==> src/rtl/vx_tensor_hgmma_sched_if.sv <==
// HGMMA scheduler bundle: warp requests, tensor-core initiate port,
// writeback monitor and per-warp status.
interface vx_tensor_hgmma_sched_if #(
  parameter int NUM_WARPS       = 4,
  parameter int MAX_OUTSTANDING = 2,
  parameter int NW_WIDTH        = (NUM_WARPS > 1) ? $clog2(NUM_WARPS) : 1,
  parameter int CNT_W           = $clog2(MAX_OUTSTANDING + 1)
);
  logic [NUM_WARPS-1:0]       req_valid;
  logic [NUM_WARPS-1:0]       req_wait;
  logic [NUM_WARPS*CNT_W-1:0] req_wait_n;
  logic [NUM_WARPS-1:0]       req_ready;
  logic                       init_valid;
  logic [NW_WIDTH-1:0]        init_wid;
  logic                       init_ready;
  logic                       wb_valid;
  logic                       wb_ready;
  logic [NW_WIDTH-1:0]        wb_wid;
  logic                       wb_last;
  logic [NUM_WARPS*CNT_W-1:0] outstanding;
  logic                       busy;
  logic                       err;

  modport master (
    output req_valid, req_wait, req_wait_n,
    output init_ready, wb_valid, wb_ready,
    output wb_wid, wb_last,
    input  req_ready, init_valid, init_wid,
    input  outstanding, busy, err
  );

  modport slave (
    input  req_valid, req_wait, req_wait_n,
    input  init_ready, wb_valid, wb_ready,
    input  wb_wid, wb_last,
    output req_ready, init_valid, init_wid,
    output outstanding, busy, err
  );
endinterface

==> src/rtl/vx_tensor_hgmma_sched.sv <==
// Per-warp HGMMA scheduler: round-robin kick-off onto the tensor core,
// outstanding-count tracking and HGMMA_WAIT resolution for every warp.
module vx_tensor_hgmma_sched #(
  parameter int NUM_WARPS       = 4,
  parameter int MAX_OUTSTANDING = 2,
  parameter int NW_WIDTH        = (NUM_WARPS > 1) ? $clog2(NUM_WARPS) : 1,
  parameter int CNT_W           = $clog2(MAX_OUTSTANDING + 1)
) (
  input logic                    clk,
  input logic                    reset,
  vx_tensor_hgmma_sched_if.slave bus
);
  logic [CNT_W-1:0]     cnt [NUM_WARPS];
  logic [NW_WIDTH-1:0]  rr_ptr;
  logic [NW_WIDTH-1:0]  gnt;
  logic [NW_WIDTH-1:0]  gnt_nxt;
  logic [NUM_WARPS-1:0] cand;
  logic [NUM_WARPS-1:0] inc;
  logic [NUM_WARPS-1:0] dec;
  logic                 found;
  logic                 fire_i;
  logic                 fire_wb;
  logic                 bad_wid;
  logic                 err_q;

  always_comb begin
    cand = '0;
    for (int w = 0; w < NUM_WARPS; w++) begin
      cand[w] = bus.req_valid[w] && !bus.req_wait[w]
             && (int'(cnt[w]) < MAX_OUTSTANDING);
    end
  end

  // First candidate at or after rr_ptr, wrapping once.
  always_comb begin
    found = 1'b0;
    gnt   = '0;
    for (int i = 0; i < NUM_WARPS; i++) begin
      int idx;
      idx = int'(rr_ptr) + i;
      if (idx >= NUM_WARPS) idx = idx - NUM_WARPS;
      if (!found && cand[idx]) begin
        found = 1'b1;
        gnt   = NW_WIDTH'(idx);
      end
    end
  end

  assign gnt_nxt = (int'(gnt) + 1 == NUM_WARPS) ? '0 : gnt + 1'b1;

  assign bus.init_valid = found && !reset;
  assign bus.init_wid   = gnt;
  assign fire_i         = bus.init_valid && bus.init_ready;
  assign fire_wb        = bus.wb_valid && bus.wb_ready && bus.wb_last;
  assign bad_wid        = int'(bus.wb_wid) >= NUM_WARPS;

  always_comb begin
    bus.req_ready = '0;
    inc           = '0;
    dec           = '0;
    for (int w = 0; w < NUM_WARPS; w++) begin
      inc[w] = fire_i && (gnt == NW_WIDTH'(w));
      dec[w] = fire_wb && !bad_wid && (bus.wb_wid == NW_WIDTH'(w));
      if (bus.req_valid[w] && !reset) begin
        if (bus.req_wait[w])
          bus.req_ready[w] = cnt[w] <= bus.req_wait_n[w*CNT_W +: CNT_W];
        else
          bus.req_ready[w] = inc[w];
      end
    end
  end

  always_ff @(posedge clk) begin
    if (reset) begin
      for (int w = 0; w < NUM_WARPS; w++) cnt[w] <= '0;
      rr_ptr <= '0;
      err_q  <= 1'b0;
    end else begin
      if (fire_i) rr_ptr <= gnt_nxt;
      if (fire_wb && bad_wid) err_q <= 1'b1;
      for (int w = 0; w < NUM_WARPS; w++) begin
        if (inc[w] && !dec[w]) begin
          cnt[w] <= cnt[w] + 1'b1;
        end else if (dec[w] && !inc[w]) begin
          if (cnt[w] == '0) err_q <= 1'b1;
          else cnt[w] <= cnt[w] - 1'b1;
        end
      end
    end
  end

  always_comb begin
    bus.outstanding = '0;
    bus.busy        = 1'b0;
    for (int w = 0; w < NUM_WARPS; w++) begin
      bus.outstanding[w*CNT_W +: CNT_W] = cnt[w];
      bus.busy = bus.busy | (cnt[w] != '0);
    end
  end

  assign bus.err = err_q;
endmodule
==> src/flat_wrapper.sv <==
// flat-port wrapper written by rule: the top's interface ports become plain ports
module vx_tensor_hgmma_sched_flat 
#(
  parameter int NUM_WARPS       = 4,
  parameter int MAX_OUTSTANDING = 2,
  parameter int NW_WIDTH        = (NUM_WARPS > 1) ? $clog2(NUM_WARPS) : 1,
  parameter int CNT_W           = $clog2(MAX_OUTSTANDING + 1)
)
  (clk, reset, bus_req_valid, bus_req_wait, bus_req_wait_n, bus_init_ready, bus_wb_valid, bus_wb_ready, bus_wb_wid, bus_wb_last, bus_req_ready, bus_init_valid, bus_init_wid, bus_outstanding, bus_busy, bus_err);
  vx_tensor_hgmma_sched_if #(.NUM_WARPS(NUM_WARPS), .MAX_OUTSTANDING(MAX_OUTSTANDING), .NW_WIDTH(NW_WIDTH), .CNT_W(CNT_W)) bus_i ();
  input logic clk;
  input logic reset;
  input wire logic [$bits(bus_i.req_valid)-1:0] bus_req_valid;
  input wire logic [$bits(bus_i.req_wait)-1:0] bus_req_wait;
  input wire logic [$bits(bus_i.req_wait_n)-1:0] bus_req_wait_n;
  input wire logic [$bits(bus_i.init_ready)-1:0] bus_init_ready;
  input wire logic [$bits(bus_i.wb_valid)-1:0] bus_wb_valid;
  input wire logic [$bits(bus_i.wb_ready)-1:0] bus_wb_ready;
  input wire logic [$bits(bus_i.wb_wid)-1:0] bus_wb_wid;
  input wire logic [$bits(bus_i.wb_last)-1:0] bus_wb_last;
  output wire logic [$bits(bus_i.req_ready)-1:0] bus_req_ready;
  output wire logic [$bits(bus_i.init_valid)-1:0] bus_init_valid;
  output wire logic [$bits(bus_i.init_wid)-1:0] bus_init_wid;
  output wire logic [$bits(bus_i.outstanding)-1:0] bus_outstanding;
  output wire logic [$bits(bus_i.busy)-1:0] bus_busy;
  output wire logic [$bits(bus_i.err)-1:0] bus_err;
  assign bus_i.req_valid = bus_req_valid;
  assign bus_i.req_wait = bus_req_wait;
  assign bus_i.req_wait_n = bus_req_wait_n;
  assign bus_i.init_ready = bus_init_ready;
  assign bus_i.wb_valid = bus_wb_valid;
  assign bus_i.wb_ready = bus_wb_ready;
  assign bus_i.wb_wid = bus_wb_wid;
  assign bus_i.wb_last = bus_wb_last;
  assign bus_req_ready = bus_i.req_ready;
  assign bus_init_valid = bus_i.init_valid;
  assign bus_init_wid = bus_i.init_wid;
  assign bus_outstanding = bus_i.outstanding;
  assign bus_busy = bus_i.busy;
  assign bus_err = bus_i.err;
  vx_tensor_hgmma_sched #(.NUM_WARPS(NUM_WARPS), .MAX_OUTSTANDING(MAX_OUTSTANDING), .NW_WIDTH(NW_WIDTH), .CNT_W(CNT_W)) u_core (.clk(clk), .reset(reset), .bus(bus_i));
endmodule
==> config.mk <==
export PLATFORM = sky130hd
export DESIGN_NAME = vx_tensor_hgmma_sched_flat
export DESIGN_NICKNAME = d
export VERILOG_FILES = /design/src/rtl/vx_tensor_hgmma_sched_if.sv /design/src/rtl/vx_tensor_hgmma_sched.sv /design/src/flat_wrapper.sv
export SDC_FILE = /design/constraint.sdc
export NUM_CORES = 1
export LEC_CHECK = 0
export CAP_MARGIN = 20
export CORE_MARGIN = 1.5
export CORE_UTILIZATION = 48
export DETAILED_ROUTE_END_ITERATION = 8
export DONT_BUFFER_PORTS = 1
export HOLD_SLACK_MARGIN = 0.03
export PLACE_DENSITY_LB_ADDON = 0.12
export SETUP_SLACK_MARGIN = 0.5
export SLEW_MARGIN = 20
export SYNTH_ARGS = -nofsm -noshare
export SYNTH_HDL_FRONTEND = slang
export SYNTH_SLANG_ARGS = --single-unit
==> constraint.sdc <==
create_clock -name clk -period 7.55 [get_ports clk]
set_input_delay 1.51 -clock clk [delete_from_list [all_inputs] [get_ports clk]]
set_output_delay 1.51 -clock clk [all_outputs]
set_load 0.02 [all_outputs]
Word-level counts from Yosys, hierarchy flattened

Memories as Yosys holds them, arrays and structs flattened.
Index checks and enable logic that the tools add are counted.

Input bits: 24
Memories kept: 1
Register bits after elaboration: 3
RAM bits: 8
Word-level logic and storage cells: 203

Bitwise operators: 11
Mux-type cells: 88
Add/subtract/negate cells: 17
Magnitude comparators: 16
Eq/ne operators: 7
Reductions and logical operators: 61

Memories:

| name       | depth | bits a word | rd ports | clocked after memory_dff | wr ports | RTL line                    | RTL |
|---|---|---|---|---|---|---|---|
| u_core.cnt | 4     | 2           | 4        | 0                        | 4        | vx_tensor_hgmma_sched.sv:13 | `logic [CNT_W-1:0] cnt [NUM_WARPS];` |

Operators with widths:

| cell                    | number |
|---|---|
| $lt A32 B4 Y1 const B   | 4 |
| $mux W32                | 4 |
| $ge A32 B4 Y1 const B   | 3 |
| $sub A32 B4 Y32 const B | 3 |
| $mux W1                 | 67 |
| $logic_and A1 B1 Y1     | 35 |
| $eq A32 B4 Y1 const B   | 1 |
| $mux W2                 | 13 |
| $logic_not A1 Y1        | 16 |
| $logic_not A2 Y1        | 6 |
| $or A1 B1 Y1            | 11 |
| $add A2 B1 Y2 const B   | 5 |
| $bmux W1 S2             | 4 |
| $eq A2 B2 Y1 const B    | 4 |
| $le A2 B2 Y1            | 4 |
| $lt A2 B2 Y1 const B    | 4 |
| $reduce_bool A2 Y1      | 4 |
| $sub A2 B1 Y2 const B   | 4 |
| $add A2 B1 Y3 const B   | 2 |
| $add A2 B2 Y3 const B   | 2 |
| $eq A2 B1 Y1 const B    | 2 |
| $sub A2 B3 Y4 const B   | 1 |
| $ge A2 B3 Y1 const B    | 1 |

Longest topological paths before layout

Gate-level depths: netlist of the first run.

Depth after elaboration: 32
Mapped depth: 9
Depth with buffers taken out: 9

Least setup slack after synthesis of the first run

No wires, ideal clock.

Path type: input to output
Start: input bus_req_wait[1]
End: output bus_req_ready[1]
Stages on the path: 6
Required time: 6040 ps
Slack: 2075 ps
Arrival time: 3965 ps
Cells stage by stage: or3b_1 -> a211o_1 -> a22oi_1 -> ha_1 -> a31oi_1 -> a2111oi_1

RTL lines:

| what                                        | RTL line                    | RTL |
|---|---|---|
| start, declared                             | flat_wrapper.sv:14          | `input wire logic [$bits(bus_i.req_wait)-1:0] bus_req_wait;` |
| $logic_not A1 Y1 (*)                        | vx_tensor_hgmma_sched.sv:29 | `cand[w] = bus.req_valid[w] && !bus.req_wait[w]` |
| $logic_and A1 B1 Y1 (*)                     | vx_tensor_hgmma_sched.sv:29 |  |
| $logic_and A1 B1 Y1 (*)                     | vx_tensor_hgmma_sched.sv:30 | `&& (int'(cnt[w]) < MAX_OUTSTANDING);` |
| $bmux W1 S2                                 | vx_tensor_hgmma_sched.sv:42 | `if (!found && cand[idx]) begin` |
| $mux W1 (implied by the code) (2 in series) | vx_tensor_hgmma_sched.sv:42 |  |
| $mux W1                                     | vx_tensor_hgmma_sched.sv:42 |  |
| $logic_not A1 Y1                            | vx_tensor_hgmma_sched.sv:42 |  |
| $logic_and A1 B1 Y1                         | vx_tensor_hgmma_sched.sv:42 |  |
| (+4 left out)                               | -                           |  |
| $logic_not A1 Y1                            | vx_tensor_hgmma_sched.sv:42 |  |
| $logic_and A1 B1 Y1                         | vx_tensor_hgmma_sched.sv:42 |  |
| $mux W2 (*)                                 | vx_tensor_hgmma_sched.sv:42 |  |
| net bus_init_wid[0]                         | flat_wrapper.sv:23          | `output wire logic [$bits(bus_i.init_wid)-1:0] bus_init_wid;` |
| $eq A2 B1 Y1 (*)                            | vx_tensor_hgmma_sched.sv:62 | `inc[w] = fire_i && (gnt == NW_WIDTH'(w));` |
| $logic_and A1 B1 Y1 (*)                     | vx_tensor_hgmma_sched.sv:62 |  |
| $mux W1 (*)                                 | vx_tensor_hgmma_sched.sv:65 | `if (bus.req_wait[w])` |
| $mux W1 (*)                                 | vx_tensor_hgmma_sched.sv:64 | `if (bus.req_valid[w] && !reset) begin` |
| end, declared                               | flat_wrapper.sv:21          | `output wire logic [$bits(bus_i.req_ready)-1:0] bus_req_ready;` |

Mark *: on every way through the listed nets, which the timed path passes. The rest lies on a longest branch. The select of a mux whose other input is x is not followed.

Final worst setup path of the first run

Ends and elaborated chain as after synthesis.

==> flow_summary.ini, run 1 <==
[power]
sw_frac_of_total_pct = 35.8
p_clk_share_pct = 24.9
power.switching_uw = 59.9
pwr_density_cell_mw_per_mm2 = 131
p_int_uw = 108
seqPwrFrac_pct = 47.2
leakage_uw = 0.000481
finalPower_uw = 167
vdd_ir_drop_max_mv = 0.0877
comb_power_share_pct = 27.8

[timing]
rsz0062_at_grt = no
tightest_slew_ps = 1040
fin_ws_ps = 1850
clock_skew_ps = 6.42
fin_crit_sh_pct = 75.4
fin_setup_tns_ps = 0
max_freq_mhz = 176
finalSetupViolations = 0
maxSlewViolCount = 0
post-route-min-period_ps = 5700
hold_ws_ps = 601
final-hold-violation-count = 0
max_slew_margin_pct = 30.2

[final_layout]
drive_gt1_share_pct = 8.90
final_common_cell = inv_1
final_cell_mix = inv_1 (18), ha_1 (13), nand2_1 (11)
layout.nets = 184
fillers = 243
area_growth_pct = 4.07
diodes = 0

[logic_synthesis]
synth-main-ff-cell = edfxtp_1
synthTopCellsByArea = edfxtp_1 (20%), ha_1 (13%), inv_1 (5.5%)
synth_cell_types = 48
synth_top_area_share_pct = 19.5
synth_nets = 182
synth_warnings = 0
synthArstFlopShare_pct = 0
synth-edff-count = 8
synth_seq_area_share_pct = 24.4
syn_area_mm2 = 0.00123
netlist_instances = 145
avgSynthCellArea_um2 = 8.48
synth.largest_area_cell = edfxtp_1
ys_seq_elements = 11

[flow_run]
maxCapViolCount = 0

[clock_network]
cts_tree = built
post-cts-setup-buffers = 0
numCtsBuffers = 3
cts_resized = 0
cts.sinks = 11
clkTransAtPathRegs_ps = 80
cts-hold-fix-buffers = 0
clk_latency_ps = 270
cts.htree.levels = 1
clockBufferDepth = 2
cts-root-buf = clkbuf_4

[status]
status = complete, no violations

[grt]
grt_usage_pct = 22.4
grt_antenna_before_repair = 0
grt_pass1_wl_um = 4750
grt-ovfl-total = 0
grt_pass1_vias = 1099
grt_start_max_net_pins = 16

[detailed_routing]
vias = 1142
ant_nets = 0
wl_per_cell_um = 17.1
drt_pre_antenna_iters = 4
vias_per_cell = 6.49
wl_um = 3020
drtIter0Drc = 25
post-route-drc-count = 0

[die]
start_util_pct = 50.1
die_area_mm2 = 0.00288
pin_count = 41
die_w_um = 53.6
dieHeight_um = 53.6
rows = 18
fp.coreArea_mm2 = 0.00245

[setup_path]
path_cells = or3b_1 -> a211o_1 -> a22oi_1 -> ha_1 -> a31oi_1 -> a2111oi_1
cp.arrival_ps = 4190
rr_worst_depth = 9
crit_fanout = 5
cp_slowest_stage_delay_ps = 930
crit_type = input port to primary output
worst_ep_required_time_ps = 6040
critPathSlowestCell = a2111oi_1
worst_setup_path_start_kind = input port
end_kind = primary output

[placed_design]
gp_congestion = 0.819
io_buffers = 0
hpwlAfterDp_um = 2410
dp_slack_ps = 1840

[hold_path]
hold_depth = 2
hold_class = flop to flop
[state kept, by name, summed over array words and instances (netlist names)]
| register | count |
|---|---|
| u_core.rr_ptr | 2 |
| u_core.bus.err | 1 |
| u_core.cnt | 8 |
[power groups by stage]
stage                     registers [uW]  clock network [uW]  logic [uW]
after floorplan                     78.5                   0        39.2
after global placement              80.1                   0        44.6
after detailed placement            80.5                   0        46.3
after CTS                           79.0                43.3        46.6
after global routing                80.1                44.9        52.5
final                               79.1                41.8        46.6
[stage by stage]
stage,cells,area [um2],utilization [%]
2_1_floorplan,145,1230,-
3_3_place_gp,172,1250,51.1
3_5_place_dp,172,1250,51.1
4_1_cts,176,1280,52.1
5_1_grt,176,1280,52.1
6_report,176,1280,52.1
[final timing paths]
path | from | to | slack (ps)
setup / recovery | bus_req_wait[1] | bus_req_ready[1] | 1850
hold / removal | u_core.rr_ptr[0] | u_core.rr_ptr[0] | 600
setup reg to reg | u_core.cnt[1][1] | u_core.cnt[0][0] | 4110
hold reg to reg | u_core.rr_ptr[0] | u_core.rr_ptr[0] | 600
[per-layer routing]
| metal | vias to the layer above | track usage [%] | part of all wire, % |
|---|---|---|---|
| met5 | - | 0 | 0 |
| met2 | 35 | 37.0 | 48 |
| li1 | 564 | - | - |
| met1 | 539 | 28.5 | 44 |
| met4 | 0 | 6.84 | 1.4 |
| met3 | 4 | 5.83 | 6.4 |
[synthesized netlist by cell type (all sizes together) (2+ instances only)]
cell type,count
nor3b,3
o21ai,6
dfxtp,3
a21oi,10
nor2,7
nor4b,2
a41oi,2
nand3,3
nand4,4
nor2b,2
a31oi,3
ha,13
a31o,2
nand4b,4
buf,2
edfxtp,8
inv,19
nor3,3
or3,4
nand2,11
o211ai,7
or3b,4
a2111oi,2
[critical path, delay by kind of cell]
kind | cells | cell delay [ps]
compound gates | 4 | 1920
fa+ha+maj | 1 | 300
simple gates | 1 | 440
[layout make-up]
| class | instances | area (um2) | share of cell area, % |
|---|---|---|---|
| multi-input combinational | 112 | 842 | 65.8 |
| sequential | 11 | 300 | 23.5 |
| inverter | 19 | 73.8 | 5.77 |
| tap | 30 | 37.5 | 2.93 |
| clock buffer | 4 | 26.3 | 2.05 |
[logic make-up (layout without fill, tap and decap cells)]
group	count (synthesis)	after routing	synth area share (%)
adders and majority gates	13	13	13.2
buffers and inverters	22	23	7.12
xor gates and xnor gates	1	1	0.712
AOI/OAI and AO/OA	45	45	27.3
and+or+nand+nor	52	52	26.4
muxes	1	1	0.814
DFF	11	11	24.4
Power figures use the tool's default switching activity.
==> run 2, diff against run 1 <==
Clock period 7.55 ns to 4.8 ns, I/O delays scaled along.
==> run 2 against run 1 <==
  * Non-clock buffer count increased by 3
  * Critical endpoint is now bus_req_ready[3]
  * First-iteration DRC count rose by 32%
  * Largest power group unchanged
  * Cell count increased by 1.7%
  * Sequential power is 57% higher
==> flow_summary.ini, run 2 (same netlist as run 1, synthesis figures left out) <==
[clock_network]
post-cts-setup-buffers = 0
cts-hold-fix-buffers = 0
cts.sinks = 11
clkTransAtPathRegs_ps = 70
numCtsBuffers = 3
cts.htree.levels = 1
clk_latency_ps = 280
cts_tree = built
clockBufferDepth = 2
cts_resized = 0
cts-root-buf = clkbuf_4

[detailed_routing]
post-route-drc-count = 0
wl_per_cell_um = 16.4
drtIter0Drc = 33
wirelength_met1_um = 1300
top_layer_used = met4
ant_nets = 0
wl_met2_um = 1400
vias_per_cell = 6.40
wl_um = 2940
vias = 1146
drt_pre_antenna_iters = 4
wl_met3_um = 201

[die]
die_area_mm2 = 0.00288
start_util_pct = 50.1
rows = 18
die_w_um = 53.6
fp.coreArea_mm2 = 0.00245
dieHeight_um = 53.6
pin_count = 41

[timing]
tightest_slew_ps = 509
max_slew_margin_pct = 65.6
max_freq_mhz = 257
final-hold-violation-count = 0
fin_crit_sh_pct = 81.1
post-route-min-period_ps = 3890
finalSetupViolations = 0
maxSlewViolCount = 0
fin_setup_tns_ps = 0
clock_skew_ps = 9.46
rsz0062_at_grt = no

[setup_path]
r2r-start = u_core.cnt[1][1]
critPathSlowestCell = or3b_1
r2r-end = u_core.cnt[3][0]
worst_ep_required_time_ps = 3840
cp_num_buf_inv = 2
critPathMostFrequentCell = buf_4
rr_worst_depth = 8
crit_fanout = 5
cp_slowest_stage_delay_ps = 440
cp.arrival_ps = 2930
reg2reg_slack_ps = 1760
crit_type = input port to primary output
worst_setup_path_start_kind = input port
crit_path_start = bus_req_wait[1]
end_kind = primary output
worst_path_dominant_cell_family = compound AO/OA/AOI/OAI gates
path_cells = or3b_1 -> a211o_1 -> a22oi_1 -> buf_4 -> ha_1 -> a31oi_1 -> a2111oi_2 -> buf_4

[grt]
grt-ovfl-total = 0
grt_usage_pct = 22.1
grt_pass1_wl_um = 4570
grt_antenna_before_repair = 0
grt_pass1_vias = 1006
grt_start_max_net_pins = 16

[final_layout]
largest_reg_flops = 8
area_growth_pct = 6.41
fillers = 266
diodes = 0
finalNonFillerCells = 179
final_common_cell = inv_1
layout.nets = 187
largest-register = u_core.cnt
drive_gt1_share_pct = 12.1
final_core_util_pct = 53.3
final_cell_mix = inv_1 (18), ha_1 (13), nand2_1 (11)

[power]
finalPower_uw = 268
vdd_ir_drop_max_mv = 0.152
pwr_density_cell_mw_per_mm2 = 204
leakage_uw = 0.000500

[hold_path]
hold_start = u_core.rr_ptr[0]
hold_depth = 2
holdPathEnd = u_core.rr_ptr[0]
hold_class = flop to flop

[placed_design]
io_buffers = 0
dp.cells = 175
gp_congestion = 0.772
hpwlAfterDp_um = 2320

[status]
status = complete, no violations

[flow_run]
maxCapViolCount = 0
## run 2: cell types whose count changed in the layout (fill, tap and decap cells not counted), sizes merged
cell,delta
clkinv,+1
clkbuf,-1
buf,+3
## run 2: worst min-delay path: cells and delay by family, from the launching register on
family          cells  cell delay [ps]
flops               1              340
compound gates      2              170
## run 2: routing by layer
layer / GRT usage, % / vias to the layer above
met3: 5.00 / 5
met5: 0 / -
met1: 29.3 / 520
met4: 7.69 / 0
li1: - / 573
met2: 35.2 / 48
## run 2: worst max path at each step
stage / end / slack, ps / depth (start not counted)
after floorplan: bus_req_ready[3] / 650 / 6
after global placement: bus_req_ready[2] / 970 / 9
after detailed placement: bus_req_ready[3] / 920 / 8
after CTS: bus_req_ready[3] / 900 / 8
after global routing: bus_req_ready[3] / 770 / 8
final: bus_req_ready[3] / 910 / 8
## run 2: final cells by class
class	count	area, um2	share of cell area [%]
clock buffer	3	22.5	1.72
clock inverter	1	5.00	0.382
inverter	19	73.8	5.64
multi-input combinational	112	847	64.7
sequential	11	300	22.9
tap	30	37.5	2.87
timing repair buffer	3	22.5	1.72
## run 2: report_power, final
group	switching (uW)	internal (uW)
Clock	37.8	31.0
Combinational	44.3	30.4
Sequential	15.6	109
## run 2: through the flow
step | instance area [um2] | worst slack (ps) | hold slack [ps]
finish | 1310 | 908 | 559
global route | 1310 | 766 | 632
CTS | 1310 | 905 | 563
detailed placement | 1280 | 918 | 549
global placement | 1280 | 968 | 544
floorplan | 1230 | 654 | 506
